--- src/rtl/anton_neopixel_pixel_shifter_pkg.sv ---
// Shared definitions for the NeoPixel pixel shifter: buffer defaults, GRB
// word layout, high-time defaults and the shadow-register FSM encoding.
package anton_neopixel_pixel_shifter_pkg;

  localparam int unsigned BUFFER_END_DEFAULT = 63;
  localparam int unsigned T0H_TICKS_DEFAULT  = 2;
  localparam int unsigned T1H_TICKS_DEFAULT  = 5;
  localparam int unsigned PIXEL_MSB          = 23;

  typedef enum logic [1:0] {
    SHADOW_EMPTY,
    SHADOW_REQ,
    SHADOW_FULL
  } shadowState_t;

  // GRB words go out MSB first; indexes past the last bit read as zero.
  function automatic logic pixelBit(input logic [PIXEL_MSB:0] word,
                                    input logic [4:0] bitIndex);
    logic [4:0] pos;
    pos = 5'(PIXEL_MSB) - bitIndex;
    return (bitIndex <= 5'(PIXEL_MSB)) ? word[pos] : 1'b0;
  endfunction

endpackage

--- src/rtl/anton_neopixel_bit_encoder.sv ---
// Turns one data bit plus its sub-bit slot into the registered NeoPixel level.
module anton_neopixel_bit_encoder #(
  parameter int unsigned T0H_TICKS = 2,
  parameter int unsigned T1H_TICKS = 5
) (
  input  logic       clk6_4mhz,
  input  logic       rstn,
  input  logic       enable,
  input  logic       bitValue,
  input  logic [2:0] bitPatternIndex,
  output logic       neoData
);

  logic [3:0] highTicks;
  logic       level;

  always_comb begin
    highTicks = bitValue ? 4'(T1H_TICKS) : 4'(T0H_TICKS);
    level     = enable && ({1'b0, bitPatternIndex} < highTicks);
  end

  always_ff @(posedge clk6_4mhz or negedge rstn) begin
    if (!rstn) neoData <= 1'b0;
    else       neoData <= level;
  end

endmodule

--- src/rtl/anton_neopixel_pixel_shifter.sv ---
// Prefetches GRB pixel words one pixel ahead and serialises them onto neoData.
// Optional: ANTON_NEOPIXEL_UNDERRUN_CNT_EN adds the saturating underrunCount output.
module anton_neopixel_pixel_shifter
  import anton_neopixel_pixel_shifter_pkg::*;
#(
  parameter int unsigned BUFFER_END  = BUFFER_END_DEFAULT,
  parameter int unsigned BUFFER_BITS = $clog2(BUFFER_END + 1),
  parameter int unsigned T0H_TICKS   = T0H_TICKS_DEFAULT,
  parameter int unsigned T1H_TICKS   = T1H_TICKS_DEFAULT
) (
  input  logic                   clk6_4mhz,
  input  logic                   rstn,
  input  logic                   streamOutput,
  input  logic                   streamReset,
  input  logic [2:0]             bitPatternIndex,
  input  logic [4:0]             pixelBitIndex,
  input  logic [BUFFER_BITS-1:0] pixelIndex,
  input  logic [BUFFER_BITS-1:0] pixelIndexMax,
  input  logic                   regCtrl32bit,
  input  logic                   initSlow,
  output logic                   fetchReq,
  output logic [BUFFER_BITS-1:0] fetchAddr,
  input  logic                   fetchAck,
  input  logic [23:0]            fetchData,
  input  logic                   underrunClr,
  output logic                   underrun,
`ifdef ANTON_NEOPIXEL_UNDERRUN_CNT_EN
  output logic [7:0]             underrunCount,
`endif
  output logic                   neoData
);

  shadowState_t           state, stateN;
  logic [23:0]            shadow, shadowN, shiftReg, shiftN;
  logic [BUFFER_BITS-1:0] nextAddr, nextAddrN, fetchAddrN, followAddr, maxCmp, strideVal;
  logic                   fetchReqN, discard, discardN, pending, pendingN;
  logic                   streamResetQ, resetRise, pixelStart, trigger, underrunSet;
  logic                   curBit, encEnable;

  always_comb begin
    pixelStart = streamOutput && (pixelBitIndex == 5'd0) && (bitPatternIndex == 3'd0);
    resetRise  = streamReset && !streamResetQ;
    strideVal  = regCtrl32bit ? BUFFER_BITS'(4) : BUFFER_BITS'(1);
    maxCmp     = regCtrl32bit ? {pixelIndex[BUFFER_BITS-1:2], 2'b11} : pixelIndex;
    followAddr = (maxCmp == pixelIndexMax) ? '0 : pixelIndex + strideVal;
  end

  always_comb begin
    stateN      = state;
    shadowN     = shadow;
    shiftN      = shiftReg;
    nextAddrN   = nextAddr;
    fetchReqN   = fetchReq;
    fetchAddrN  = fetchAddr;
    discardN    = discard;
    pendingN    = pending;
    trigger     = 1'b0;
    underrunSet = 1'b0;

    if (fetchReq && fetchAck) begin
      fetchReqN = 1'b0;
      discardN  = 1'b0;
      if (!discard && state == SHADOW_REQ) begin
        shadowN = fetchData;
        stateN  = SHADOW_FULL;
      end
    end

    if (pixelStart) begin
      nextAddrN = followAddr;
      trigger   = 1'b1;
      stateN    = SHADOW_EMPTY;
      if (state == SHADOW_FULL) begin
        shiftN = shadow;
      end else begin
        shiftN      = '0;
        underrunSet = 1'b1;
        if (fetchReq && !fetchAck) discardN = 1'b1;
      end
    end else if (resetRise && state == SHADOW_EMPTY) begin
      nextAddrN = '0;
      trigger   = 1'b1;
    end

    // A request still in flight must finish (and drop fetchReq) before the next one.
    if (trigger || pending) begin
      if (!fetchReq) begin
        fetchReqN  = 1'b1;
        fetchAddrN = nextAddrN;
        stateN     = SHADOW_REQ;
        pendingN   = 1'b0;
      end else begin
        pendingN = 1'b1;
      end
    end

    if (initSlow) begin
      stateN    = SHADOW_EMPTY;
      nextAddrN = '0;
      shiftN    = '0;
      pendingN  = 1'b0;
      if (fetchReq && !fetchAck) discardN = 1'b1;
    end
  end

  always_ff @(posedge clk6_4mhz or negedge rstn) begin
    if (!rstn) begin
      state        <= SHADOW_EMPTY;
      shadow       <= '0;
      shiftReg     <= '0;
      nextAddr     <= '0;
      fetchReq     <= 1'b0;
      fetchAddr    <= '0;
      discard      <= 1'b0;
      pending      <= 1'b0;
      streamResetQ <= 1'b0;
      underrun     <= 1'b0;
    end else begin
      state        <= stateN;
      shadow       <= shadowN;
      shiftReg     <= shiftN;
      nextAddr     <= nextAddrN;
      fetchReq     <= fetchReqN;
      fetchAddr    <= fetchAddrN;
      discard      <= discardN;
      pending      <= pendingN;
      streamResetQ <= streamReset;
      underrun     <= underrunSet ? 1'b1 : (underrunClr ? 1'b0 : underrun);
    end
  end

`ifdef ANTON_NEOPIXEL_UNDERRUN_CNT_EN
  always_ff @(posedge clk6_4mhz or negedge rstn) begin
    if (!rstn)                underrunCount <= '0;
    else if (underrunSet)     underrunCount <= (underrunCount == '1) ? underrunCount : underrunCount + 8'd1;
    else if (underrunClr)     underrunCount <= '0;
  end
`endif

  // On the start cycle the word has not reached shiftReg yet, so read the shadow.
  always_comb begin
    if (pixelStart) curBit = (state == SHADOW_FULL) ? pixelBit(shadow, pixelBitIndex) : 1'b0;
    else            curBit = pixelBit(shiftReg, pixelBitIndex);
    encEnable = streamOutput && !streamReset && !initSlow;
  end

  anton_neopixel_bit_encoder #(
    .T0H_TICKS(T0H_TICKS),
    .T1H_TICKS(T1H_TICKS)
  ) bitEncoder (
    .clk6_4mhz      (clk6_4mhz),
    .rstn           (rstn),
    .enable         (encEnable),
    .bitValue       (curBit),
    .bitPatternIndex(bitPatternIndex),
    .neoData        (neoData)
  );

endmodule

--- config.mk ---
export PLATFORM = sky130hd
export DESIGN_NAME = anton_neopixel_pixel_shifter
export DESIGN_NICKNAME = d
export VERILOG_FILES = /design/src/rtl/anton_neopixel_pixel_shifter_pkg.sv /design/src/rtl/anton_neopixel_bit_encoder.sv /design/src/rtl/anton_neopixel_pixel_shifter.sv
export SDC_FILE = /design/constraint.sdc
export NUM_CORES = 1
export LEC_CHECK = 0
export CAP_MARGIN = 15
export CORE_UTILIZATION = 50
export DETAILED_ROUTE_END_ITERATION = 8
export GPL_ROUTABILITY_DRIVEN = 0
export MAX_ROUTING_LAYER = met4
export PLACE_DENSITY = 0.77
export SYNTH_ARGS = -nofsm -noshare
export SYNTH_HDL_FRONTEND = slang
export SYNTH_SLANG_ARGS = --single-unit
--- constraint.sdc ---
create_clock -name clk6_4mhz -period 6.6 [get_ports clk6_4mhz]
set_input_delay 1.32 -clock clk6_4mhz [delete_from_list [all_inputs] [get_ports clk6_4mhz]]
set_output_delay 1.32 -clock clk6_4mhz [all_outputs]
set_load 0.1 [all_outputs]
==> After elaboration in Yosys (flattened, before gate mapping) <==
Index checks and enable logic that the tools add are counted.
{ "word_totals": {"ff_bits": 68, "in_bits": 52, "out_inout_bits": 9, "word_cells": 86} }
{ "op_classes": {"add_sub_neg": 2, "magnitude_cmp": 3, "eq_ne": 3, "mux": 42, "bitwise": 1, "reduce_logical": 24} }
{ "ops": {"columns": ["operator", "n"], "rows": [
  ["2-to-1 mux 24 bit", 3],
  ["2-to-1 mux 1 bit", 24],
  ["2-to-1 mux 6 bit", 4],
  ["2-to-1 mux 2 bit", 7],
  ["binary-select mux 1 bit (select 5 bit)", 2],
  ["logical AND 1 bit", 10],
  ["adder 6 x 3 -> 6 bit", 1],
  ["equality test 6 bit", 1],
  ["less-than comparator 5 x 6 -> 1 bit, second input constant", 1],
  ["2-to-1 mux 3 bit", 2],
  ["nonzero test 2 bit", 3],
  ["less-or-equal comparator 5 bit, second input constant", 1],
  ["zero test 1 bit", 5],
  ["zero test 5 bit", 1],
  ["subtractor 5 bit, first input constant", 1],
  ["less-than comparator 3 x 4 -> 1 bit", 1],
  ["AND reduction 2 bit", 2],
  ["zero test 3 bit", 1],
  ["equality test 2 x 1 -> 1 bit, second input constant", 1],
  ["equality test 2 bit, second input constant", 1],
  ["zero test 2 bit", 1],
  ["logical OR 1 bit", 1],
  ["NOT 1 bit", 1]
]} }

==> Longest topological paths before layout <==
Gate-level depths: netlist of run 1.
{ "logic_depth": {"depth_word": 9, "depth_mapped": 11, "ltp_nobuf": 10} }

==> Cells and area by module <==
Synthesis of run 1 repeated with hierarchy kept, for this count alone.
{ "unflattened": {"hier_cells": 245, "hier_area_um2": 3264.4} }
{ "by_module_without_submodules": {"columns": ["module", "instances", "cells_each", "area_per_inst_um2", "seq_area_each_um2"], "rows": [
  ["anton_neopixel_pixel_shifter", 1, 237, 3175.5, 1676.6],
  ["anton_neopixel_bit_encoder", 1, 8, 88.8, 25.0]
]} }

==> Least setup slack after synthesis of run 1 <==
Ideal clock, no wire load.
{ "synth_path": {"kind": "input-to-reg", "startpoint": "input bitPatternIndex[1]", "endpoint": "register bitEncoder.neoData", "setup_ns": 0.076, "t_arrival_ns": 3.785, "required_ns": 6.524, "slack_ns": 2.739, "path_stages": 9, "n_path_buf": 0, "path_cell_list": "or4b_4 -> nor2_1 -> nor2_1 -> o311ai_2 -> o2111ai_2 -> ha_1 -> or4b_2 -> or3_1 -> o21bai_2"} }
{ "synth_via": {"elab_chain_len": 6} }
{ "synth_rtl": {"columns": ["element", "line", "source"], "rows": [
  ["from (decl)", "anton_neopixel_pixel_shifter.sv:15", "input logic [2:0] bitPatternIndex,"],
  ["zero test 3 bit", "anton_neopixel_pixel_shifter.sv:41", "pixelStart = streamOutput && (pixelBitIndex == 5'd0) && (bitPatternIndex == 3'd0);"],
  ["logical AND 1 bit", "anton_neopixel_pixel_shifter.sv:41", null],
  ["2-to-1 mux 1 bit", "anton_neopixel_pixel_shifter.sv:142", "if (pixelStart) curBit = (state == SHADOW_FULL) ? pixelBit(shadow, pixelBitIndex) : 1'b0;"],
  ["2-to-1 mux 3 bit", "anton_neopixel_bit_encoder.sv:18", "highTicks = bitValue ? 4'(T1H_TICKS) : 4'(T0H_TICKS);"],
  ["less-than comparator 3 x 4 -> 1 bit (*)", "anton_neopixel_bit_encoder.sv:19", "level = enable && ({1'b0, bitPatternIndex} < highTicks);"],
  ["logical AND 1 bit (*)", "anton_neopixel_bit_encoder.sv:19", null],
  ["via bitEncoder.level", "anton_neopixel_bit_encoder.sv:15", "logic level;"],
  ["to (signal assigned)", "anton_neopixel_bit_encoder.sv:24", "else neoData <= level;"],
  ["to (decl)", "anton_neopixel_bit_encoder.sv:11", "output logic neoData"]
]} }
Mark *: on every way through the listed nets, which the timed path passes. The rest lies on a longest branch.
A chain may end at the register's enable or synchronous reset.

==> Final worst setup path of run 1 <==
{ "layout_path": {"startpoint": "input pixelBitIndex[0]", "endpoint": "register bitEncoder.neoData"} }
{ "layout_via": {"elab_chain_len": 9, "elab_cells_between_ends": 16, "classes_between": "add/sub (1); order compare (2); mux (9); reduce/logical (4)"} }
{ "layout_rtl": {"columns": ["element", "line", "source"], "rows": [
  ["from (decl)", "anton_neopixel_pixel_shifter.sv:16", "input logic [4:0] pixelBitIndex,"],
  ["subtractor 5 bit", "anton_neopixel_pixel_shifter_pkg.sv:20", "pos = 5'(PIXEL_MSB) - bitIndex;"],
  ["binary-select mux 1 bit (select 5 bit)", "anton_neopixel_pixel_shifter_pkg.sv:21", "return (bitIndex <= 5'(PIXEL_MSB)) ? word[pos] : 1'b0;"],
  ["2-to-1 mux 1 bit (implied by the code)", "anton_neopixel_pixel_shifter_pkg.sv:21", null],
  ["2-to-1 mux 1 bit", "anton_neopixel_pixel_shifter_pkg.sv:21", null],
  ["2-to-1 mux 1 bit", "anton_neopixel_pixel_shifter.sv:142", null],
  ["2-to-1 mux 1 bit (*)", "anton_neopixel_pixel_shifter.sv:142", null],
  ["2-to-1 mux 3 bit (*)", "anton_neopixel_bit_encoder.sv:18", null],
  ["less-than comparator 3 x 4 -> 1 bit (*)", "anton_neopixel_bit_encoder.sv:19", null],
  ["logical AND 1 bit (*)", "anton_neopixel_bit_encoder.sv:19", null],
  ["via bitEncoder.level", "anton_neopixel_bit_encoder.sv:15", null]
]} }
Mark *: on every way through the listed nets, which the timed path passes. The rest lies on a longest branch. The select of a mux whose other input is x is not followed.

==> metrics.txt, run 1 <==
# TYPE chip_impl_metric gauge
chip_impl_metric{name="grt_overflow",unit=""} 0
chip_impl_info{name="slowest_stage",value="clkdlybuf4s50_1"} 1
chip_impl_metric{name="detail_route.vias_per_cell",unit=""} 5.47
chip_impl_metric{name="die-area",unit="um2"} 6590
chip_impl_metric{name="grt_use_total",unit="%"} 20.7
chip_impl_metric{name="post-route-min-period",unit="ns"} 4.45
chip_impl_metric{name="routed_wirelength",unit="um"} 6000
chip_impl_metric{name="maxSlewViolCount",unit=""} 0
chip_impl_metric{name="critical_path_peak_fanout",unit=""} 14
chip_impl_metric{name="h-tree-depth",unit=""} 3
chip_impl_metric{name="pwr_density_cell",unit="nW/um2"} 296
chip_impl_metric{name="yosysTopAreaCellShare",unit="%"} 54.2
chip_impl_metric{name="synthesis.nets",unit=""} 308
chip_impl_metric{name="synth-edff-count",unit=""} 0
chip_impl_metric{name="design_power_total",unit="mW"} 1.18
chip_impl_metric{name="first_global_vias",unit=""} 2084
chip_impl_metric{name="initialDrtViolationCount",unit=""} 105
chip_impl_metric{name="combPwrFrac",unit="%"} 24.3
chip_impl_metric{name="fmaxAchievable",unit="GHz"} 0.225
chip_impl_metric{name="number_of_distinct_library_cells_after_synthesis",unit=""} 45
chip_impl_info{name="synth.largest_area_cell",value="dfrtp_1"} 1
chip_impl_metric{name="cts-buffers-inserted",unit=""} 9
chip_impl_metric{name="crit_path_dat",unit="ns"} 4.70
chip_impl_info{name="post-synth-top-count-cell",value="dfrtp_1"} 1
chip_impl_metric{name="grt_antenna_before_repair",unit=""} 0
chip_impl_metric{name="detail_route.drc_violations",unit=""} 0
chip_impl_info{name="root_buffer",value="clkbuf_8"} 1
chip_impl_metric{name="setup_slack_after_layout",unit="ns"} 2.15
chip_impl_metric{name="final_antenna_net_count",unit=""} 0
chip_impl_metric{name="clkLatencyLatePin",unit="ns"} 0.33
chip_impl_metric{name="static_leak",unit="nW"} 1.81
chip_impl_metric{name="power.switching",unit="mW"} 0.362
chip_impl_metric{name="final_min_period_over_clock_period",unit="%"} 67.4
chip_impl_metric{name="final-setup-viol-count",unit=""} 0
chip_impl_metric{name="timing.critical_path.slowest_cell_delay",unit="ns"} 0.68
chip_impl_metric{name="place.detailed.hpwl",unit="um"} 4160
chip_impl_metric{name="critPathRequiredTime",unit="ns"} 6.86
chip_impl_metric{name="asyncSetResetFlopFracSynth",unit="%"} 100
chip_impl_info{name="hold_path_class",value="reg2reg"} 1
chip_impl_metric{name="io_buffers",unit=""} 60
chip_impl_metric{name="timing.clock.skew",unit="ns"} 0.00736
chip_impl_info{name="ys_top_cells_by_area",value="dfrtp_1 (54%), mux2_2 (9.3%), a22o_1 (6.7%)"} 1
chip_impl_info{name="cts_tree",value="done"} 1
chip_impl_metric{name="firstDrtPassIters",unit=""} 4
chip_impl_metric{name="setup_total_negative_slack",unit="ns"} 0
chip_impl_info{name="rsz0062_at_grt",value="no"} 1
chip_impl_metric{name="cap_violations",unit=""} 0
chip_impl_info{name="critical_path.endpoint_type",value="register"} 1
chip_impl_info{name="classification_of_the_worst_setup_path",value="in2reg"} 1
chip_impl_metric{name="hold_buffers",unit=""} 0
chip_impl_metric{name="cts_buffer_depth",unit=""} 2
chip_impl_info{name="synthFlopType",value="dfrtp_1"} 1
chip_impl_metric{name="preCtsSetupSlack",unit="ns"} 1.80
chip_impl_metric{name="cts.reportedPaths.clkPinSlew",unit="ns"} 0.07
chip_impl_metric{name="core_area",unit="um2"} 5990
chip_impl_metric{name="finish.net_count",unit=""} 371
chip_impl_metric{name="synth_area",unit="um2"} 3140
chip_impl_metric{name="total_number_of_yosys_warnings",unit=""} 0
chip_impl_metric{name="worst_slew_pin_slew",unit="ns"} 0.984
chip_impl_metric{name="synth-seq-cells",unit=""} 68
chip_impl_metric{name="start_util",unit="%"} 52.4
chip_impl_metric{name="antenna-diode-count",unit=""} 0
chip_impl_metric{name="power.internal",unit="mW"} 0.819
chip_impl_metric{name="num_vias",unit=""} 2138
chip_impl_metric{name="drive_gt1_share",unit="%"} 18.0
chip_impl_metric{name="switching_part_of_the_total_power",unit="%"} 30.6
chip_impl_info{name="post_synth_most_frequent_cells",value="dfrtp_1 (68), mux2_2 (26), a22o_1 (24), nor2_1 (24)"} 1
chip_impl_metric{name="pwr-share-clk",unit="%"} 29.0
chip_impl_info{name="critPathLaunchType",value="primary input"} 1
chip_impl_info{name="crit_chain",value="clkdlybuf4s50_1, or4_4, nor2_1, a41oi_1, a211oi_1, o2111ai_2, ha_1, or4b_2, or3_1, o21bai_2"} 1
chip_impl_metric{name="post_cts.resized_instances",unit=""} 0
chip_impl_metric{name="worst_ir_drop_on_vdd",unit="V"} 0.000237
chip_impl_metric{name="timing.final.hold_violations",unit=""} 0
chip_impl_metric{name="chipHeight",unit="um"} 81.2
chip_impl_metric{name="dpl-instance-area",unit="um2"} 3780
chip_impl_metric{name="netlist_instances",unit=""} 248
chip_impl_metric{name="syn_area_per_cell",unit="um2"} 12.6
chip_impl_metric{name="cts_setup_buffers",unit=""} 0
chip_impl_metric{name="relSlewSlack",unit="%"} 34.2
chip_impl_metric{name="seq_area_frac_synth",unit="%"} 54.2
chip_impl_metric{name="std_cell_rows",unit=""} 28
chip_impl_metric{name="pin_count_of_the_biggest_net_entering_global_routing",unit=""} 69
chip_impl_metric{name="power_frac_seq",unit="%"} 46.7
chip_impl_metric{name="io_pins",unit=""} 61
chip_impl_info{name="status",value="finished, final reports clean"} 1
chip_impl_metric{name="clkSinkCount",unit=""} 68
chip_impl_metric{name="wire_length_of_the_first_global_routing_pass",unit="um"} 9810
chip_impl_metric{name="area.growth.synth_to_final",unit="%"} 27.1
chip_impl_metric{name="floorplan.die.width",unit="um"} 81.2
chip_impl_metric{name="post_drt_wl_per_cell",unit="um"} 15.3
chip_impl_metric{name="design_area",unit="um2"} 3990
-- path summary, 6_finish.rpt --
kind	startpoint	end	slack, ns	depth (start not counted)
max	pixelBitIndex[0]	bitEncoder.neoData$_DFF_PN0_	2.15	10
max in group asynchronous	rstn	shiftReg[3]$_DFFE_PN0P_	4.90	2
min in group asynchronous	rstn	shadow[16]$_DFFE_PN0P_	1.17	2
max reg2reg	shiftReg[18]$_DFFE_PN0P_	bitEncoder.neoData$_DFF_PN0_	4.11	9
min	shadow[1]$_DFFE_PN0P_	shiftReg[1]$_DFFE_PN0P_	0.49	1
min reg2reg	shadow[1]$_DFFE_PN0P_	shiftReg[1]$_DFFE_PN0P_	0.49	1
-- sequential cells by signal, indices dropped and copies added, names as in the netlist --
signal / flops
bitEncoder.neoData: 1
discard: 1
fetchAddr: 6
fetchReq: 1
nextAddr: 6
pending: 1
shadow: 24
shiftReg: 24
state: 2
streamResetQ: 1
underrun: 1
-- through the flow --
step / util (%) / cells / hold slack (ns)
floorplan: - / 248 / 0.462
global placement: 63.2 / 375 / 0.469
detailed placement: 63.2 / 375 / 0.477
CTS: 66.5 / 391 / 0.490
global route: 66.5 / 391 / 0.515
finish: 66.5 / 391 / 0.486
-- critical path, delay by kind of cell --
family	cells	cell delay (ns)
simple gates	4	1.83
fa+ha+maj	1	0.22
buf+inv	1	0.68
compound gates	4	0.66
-- cells in the final DEF (no fill, tap or decap), types with 3 or more instances in the layout --
cell type        Yosys  final
clkdlybuf4s50_1      0     59
mux2i_1             10     10
o21ai_0              3      3
nand3b_1             4      4
a22oi_1              4      4
ha_1                 8      8
buf_4                1      3
mux2_2              26     26
nor2_1              24     23
xor2_1               4      4
dfrtp_1             68     68
clkbuf_8             0     11
nand3_1              3      3
xnor2_1              6      6
nand2_1              8      8
inv_1                6      6
a21oi_1             10     10
a22o_1              24     24
-- final cells by class --
class | count | area, um2
clock buffers | 12 | 155
multi-input cells | 163 | 1350
well taps | 75 | 93.8
clock inverters | 4 | 47.5
fillers | 449 | 2000
inverters | 6 | 22.5
flip-flops and latches | 68 | 1700
repair buffers | 63 | 618
-- power groups by stage --
stage,Sequential [mW],Clock [mW],Combinational (mW)
finish,0.552,0.342,0.287
global route,0.563,0.369,0.306
CTS,0.553,0.350,0.291
detailed placement,0.560,0,0.289
global placement,0.556,0,0.282
floorplan,0.635,0,0.112
-- cell families (layout without fill, tap and decap cells) --
kind of cell,after synthesis,after routing,synth area share (%)
muxes,38,38,14.1
AOI/OAI and AO/OA,49,49,12.3
DFF,68,68,54.2
buffers and inverters,17,85,2.87
adders and majority gates,8,8,3.19
and+or+nand+nor,58,58,10.5
xor gates and xnor gates,10,10,2.79
-- metal layers --
layer  GRT usage [%]  vias to the layer above  share of wire, %
met5               -                        -                 0
met4            6.43                        0              0.25
met3            4.83                        2               3.6
met2            31.0                       37                48
met1            27.9                     1065                48
li1                -                     1034                 -
Note: power is estimated with default switching activity, not from simulation.
==> run 2, diff against run 1 <==
Settings changed: CORE_UTILIZATION 50 to 47, PLACE_DENSITY 0.77 to 0.76.
Clock period 6.6 ns to 3.85 ns, I/O delays scaled along.
==> run 2 against run 1 <==
  * Wire length is 3.6% higher
  * Final area rose by 1.7%
  * Worst hold slack lost 0.031 ns
  * Highest routed layer unchanged
==> metrics.txt, run 2 (synthesis results as in run 1) <==
# TYPE chip_impl_metric gauge
chip_impl_metric{name="chipHeight",unit="um"} 83.7
chip_impl_metric{name="grt_overflow",unit=""} 0
chip_impl_info{name="largest_regs",value="shadow: 24 flops, shiftReg: 24 flops"} 1
chip_impl_metric{name="timing.critical_path.slowest_cell_delay",unit="ns"} 0.63
chip_impl_metric{name="hold_buffers",unit=""} 0
chip_impl_metric{name="cts.reportedPaths.clkPinSlew",unit="ns"} 0.07
chip_impl_metric{name="area.growth.synth_to_final",unit="%"} 29.3
chip_impl_metric{name="initialDrtViolationCount",unit=""} 146
chip_impl_metric{name="detail_route.drc_violations",unit=""} 0
chip_impl_metric{name="critical_path_peak_fanout",unit=""} 3
chip_impl_info{name="slowest_stage",value="or4b_2"} 1
chip_impl_metric{name="cap_violations",unit=""} 0
chip_impl_metric{name="post_cts.resized_instances",unit=""} 0
chip_impl_metric{name="static_leak",unit="nW"} 1.86
chip_impl_metric{name="post-route-min-period",unit="ns"} 3.60
chip_impl_metric{name="setup_slack_after_layout",unit="ns"} 0.253
chip_impl_metric{name="final_antenna_net_count",unit=""} 0
chip_impl_info{name="classification_of_the_worst_setup_path",value="in2reg"} 1
chip_impl_info{name="status",value="finished, final reports clean"} 1
chip_impl_metric{name="first_global_vias",unit=""} 2204
chip_impl_metric{name="number_of_filler_instances_in_the_final_layout",unit=""} 513
chip_impl_metric{name="antenna-diode-count",unit=""} 0
chip_impl_metric{name="cts_setup_buffers",unit=""} 0
chip_impl_info{name="crit_chain",value="clkdlybuf4s50_1, or4b_4, nor2_1, a41oi_1, a211oi_1, o2111ai_2, ha_1, or4b_2, or3_1, o21bai_2"} 1
chip_impl_metric{name="grt_use_total",unit="%"} 20.1
chip_impl_metric{name="wire_length_of_the_first_global_routing_pass",unit="um"} 10600
chip_impl_metric{name="drive_gt1_share",unit="%"} 20.2
chip_impl_metric{name="pin_count_of_the_biggest_net_entering_global_routing",unit=""} 41
chip_impl_metric{name="critPathRequiredTime",unit="ns"} 4.11
chip_impl_info{name="most_common_cell_after_layout_fill_and_taps_aside",value="dfrtp_1"} 1
chip_impl_metric{name="firstDrtPassIters",unit=""} 4
chip_impl_metric{name="post_drt_wl_per_cell",unit="um"} 15.4
chip_impl_metric{name="core_area",unit="um2"} 6390
chip_impl_metric{name="fmaxAchievable",unit="GHz"} 0.278
chip_impl_metric{name="std_cell_rows",unit=""} 29
chip_impl_metric{name="final-setup-viol-count",unit=""} 0
chip_impl_metric{name="timing.clock.skew",unit="ns"} 0.00991
chip_impl_metric{name="floorplan.die.width",unit="um"} 83.7
chip_impl_metric{name="cts_buffer_depth",unit=""} 2
chip_impl_metric{name="routed_wirelength",unit="um"} 6210
chip_impl_metric{name="final_min_period_over_clock_period",unit="%"} 93.4
chip_impl_metric{name="preCtsSetupSlack",unit="ns"} -0.0823
chip_impl_metric{name="place.detailed.hpwl",unit="um"} 4360
chip_impl_metric{name="num_vias",unit=""} 2237
chip_impl_info{name="largest_delay_contributor_family_on_the_critical_path",value="simple AND/OR/NAND/NOR gates"} 1
chip_impl_metric{name="final.hold.worst_slack",unit="ns"} 0.455
chip_impl_metric{name="clkLatencyLatePin",unit="ns"} 0.34
chip_impl_metric{name="timing.final.hold_violations",unit=""} 0
chip_impl_metric{name="finish.net_count",unit=""} 381
chip_impl_metric{name="critical_path_buf_inv_count",unit=""} 1
chip_impl_metric{name="cts-buffers-inserted",unit=""} 9
chip_impl_info{name="root_buffer",value="clkbuf_8"} 1
chip_impl_metric{name="io_buffers",unit=""} 60
chip_impl_metric{name="clkSinkCount",unit=""} 68
chip_impl_metric{name="die-area",unit="um2"} 7000
chip_impl_metric{name="pwr_density_cell",unit="nW/um2"} 496
chip_impl_metric{name="maxSlewViolCount",unit=""} 0
chip_impl_metric{name="io_pins",unit=""} 61
chip_impl_metric{name="h-tree-depth",unit=""} 3
chip_impl_metric{name="start_util",unit="%"} 49.1
chip_impl_info{name="critPathLaunchType",value="primary input"} 1
chip_impl_info{name="hold_path_class",value="in2async"} 1
chip_impl_metric{name="detail_route.vias_per_cell",unit=""} 5.55
chip_impl_metric{name="worst_ir_drop_on_vdd",unit="V"} 0.000338
chip_impl_metric{name="worst_slew_pin_slew",unit="ns"} 0.974
chip_impl_info{name="critical_path.endpoint_type",value="register"} 1
chip_impl_info{name="rsz0062_at_grt",value="no"} 1
chip_impl_metric{name="crit_path_dat",unit="ns"} 3.86
chip_impl_metric{name="relSlewSlack",unit="%"} 34.9
chip_impl_metric{name="grt_antenna_before_repair",unit=""} 0
chip_impl_info{name="cts_tree",value="done"} 1
chip_impl_info{name="most-common-layout-cells",value="dfrtp_1 (68), clkdlybuf4s50_1 (59), mux2_2 (26), a22o_1 (24), nor2_1 (23)"} 1
==> run 2: changes by cell type in the layout (fill, tap and decap cells not counted) <==
cell	change
clkinv_4	+1
buf_4	+10
clkbuf_8	-1
clkinvlp_4	-1
clkbuf_1	+1
==> run 2: per-layer routing <==
layer / global-route usage (%) / vias up / part of all wire [%]
met5: - / - / 0
met4: 7.24 / 0 / 1.3
met3: 5.34 / 8 / 5.6
met2: 29.7 / 67 / 47
met1: 26.8 / 1108 / 46
li1: - / 1054 / -
==> run 2: layout make-up <==
| class | count | area [um2] | share of cell area (%) |
|---|---|---|---|
| sequential | 68 | 1700 | 42.0 |
| multi-input combinational | 163 | 1350 | 33.2 |
| timing repair buffer | 73 | 693 | 17.1 |
| clock buffer | 12 | 145 | 3.58 |
| tap | 77 | 96.3 | 2.38 |
| clock inverter | 4 | 48.8 | 1.20 |
| inverter | 6 | 22.5 | 0.555 |
==> run 2: worst paths after layout <==
check	start	end	slack [ns]	cells after the start
worst max-delay path	bitPatternIndex[1]	bitEncoder.neoData$_DFF_PN0_	0.25	10
worst min-delay path	rstn	shadow[9]$_DFFE_PN0P_	0.46	1
worst max register to register	shiftReg[21]$_DFFE_PN0P_	bitEncoder.neoData$_DFF_PN0_	1.31	9
worst min register to register	shadow[12]$_DFFE_PN0P_	shiftReg[12]$_DFFE_PN0P_	0.49	1
max in group asynchronous	rstn	nextAddr[0]$_DFF_PN0_	2.46	2
min in group clk6_4mhz	shadow[12]$_DFFE_PN0P_	shiftReg[12]$_DFFE_PN0P_	0.49	1
==> run 2: power breakdown <==
group / internal [mW] / leakage [nW] / total [mW] / switching, mW
Clock: 0.316 / 0.100 / 0.569 / 0.253
Combinational: 0.218 / 0.853 / 0.497 / 0.279
Sequential: 0.860 / 0.907 / 0.947 / 0.0870
==> run 2: stage by stage <==
stage	cell area, um2	power [mW]	cells	TNS [ns]	utilization, %
2_1_floorplan	3140	1.28	248	0	-
3_3_place_gp	3860	1.45	387	0	60.5
3_5_place_dp	3860	1.46	387	-0.0823	60.5
4_1_cts	4060	2.03	403	0	63.5
5_1_grt	4060	2.11	403	0	63.5
6_report	4060	2.01	403	0	63.5
==> run 3, diff against run 2 <==
Settings changed: ABC_AREA from default to 0.
==> results of run 3 <==
No change in the layout: final DEF, timing and power equal those of run 2.
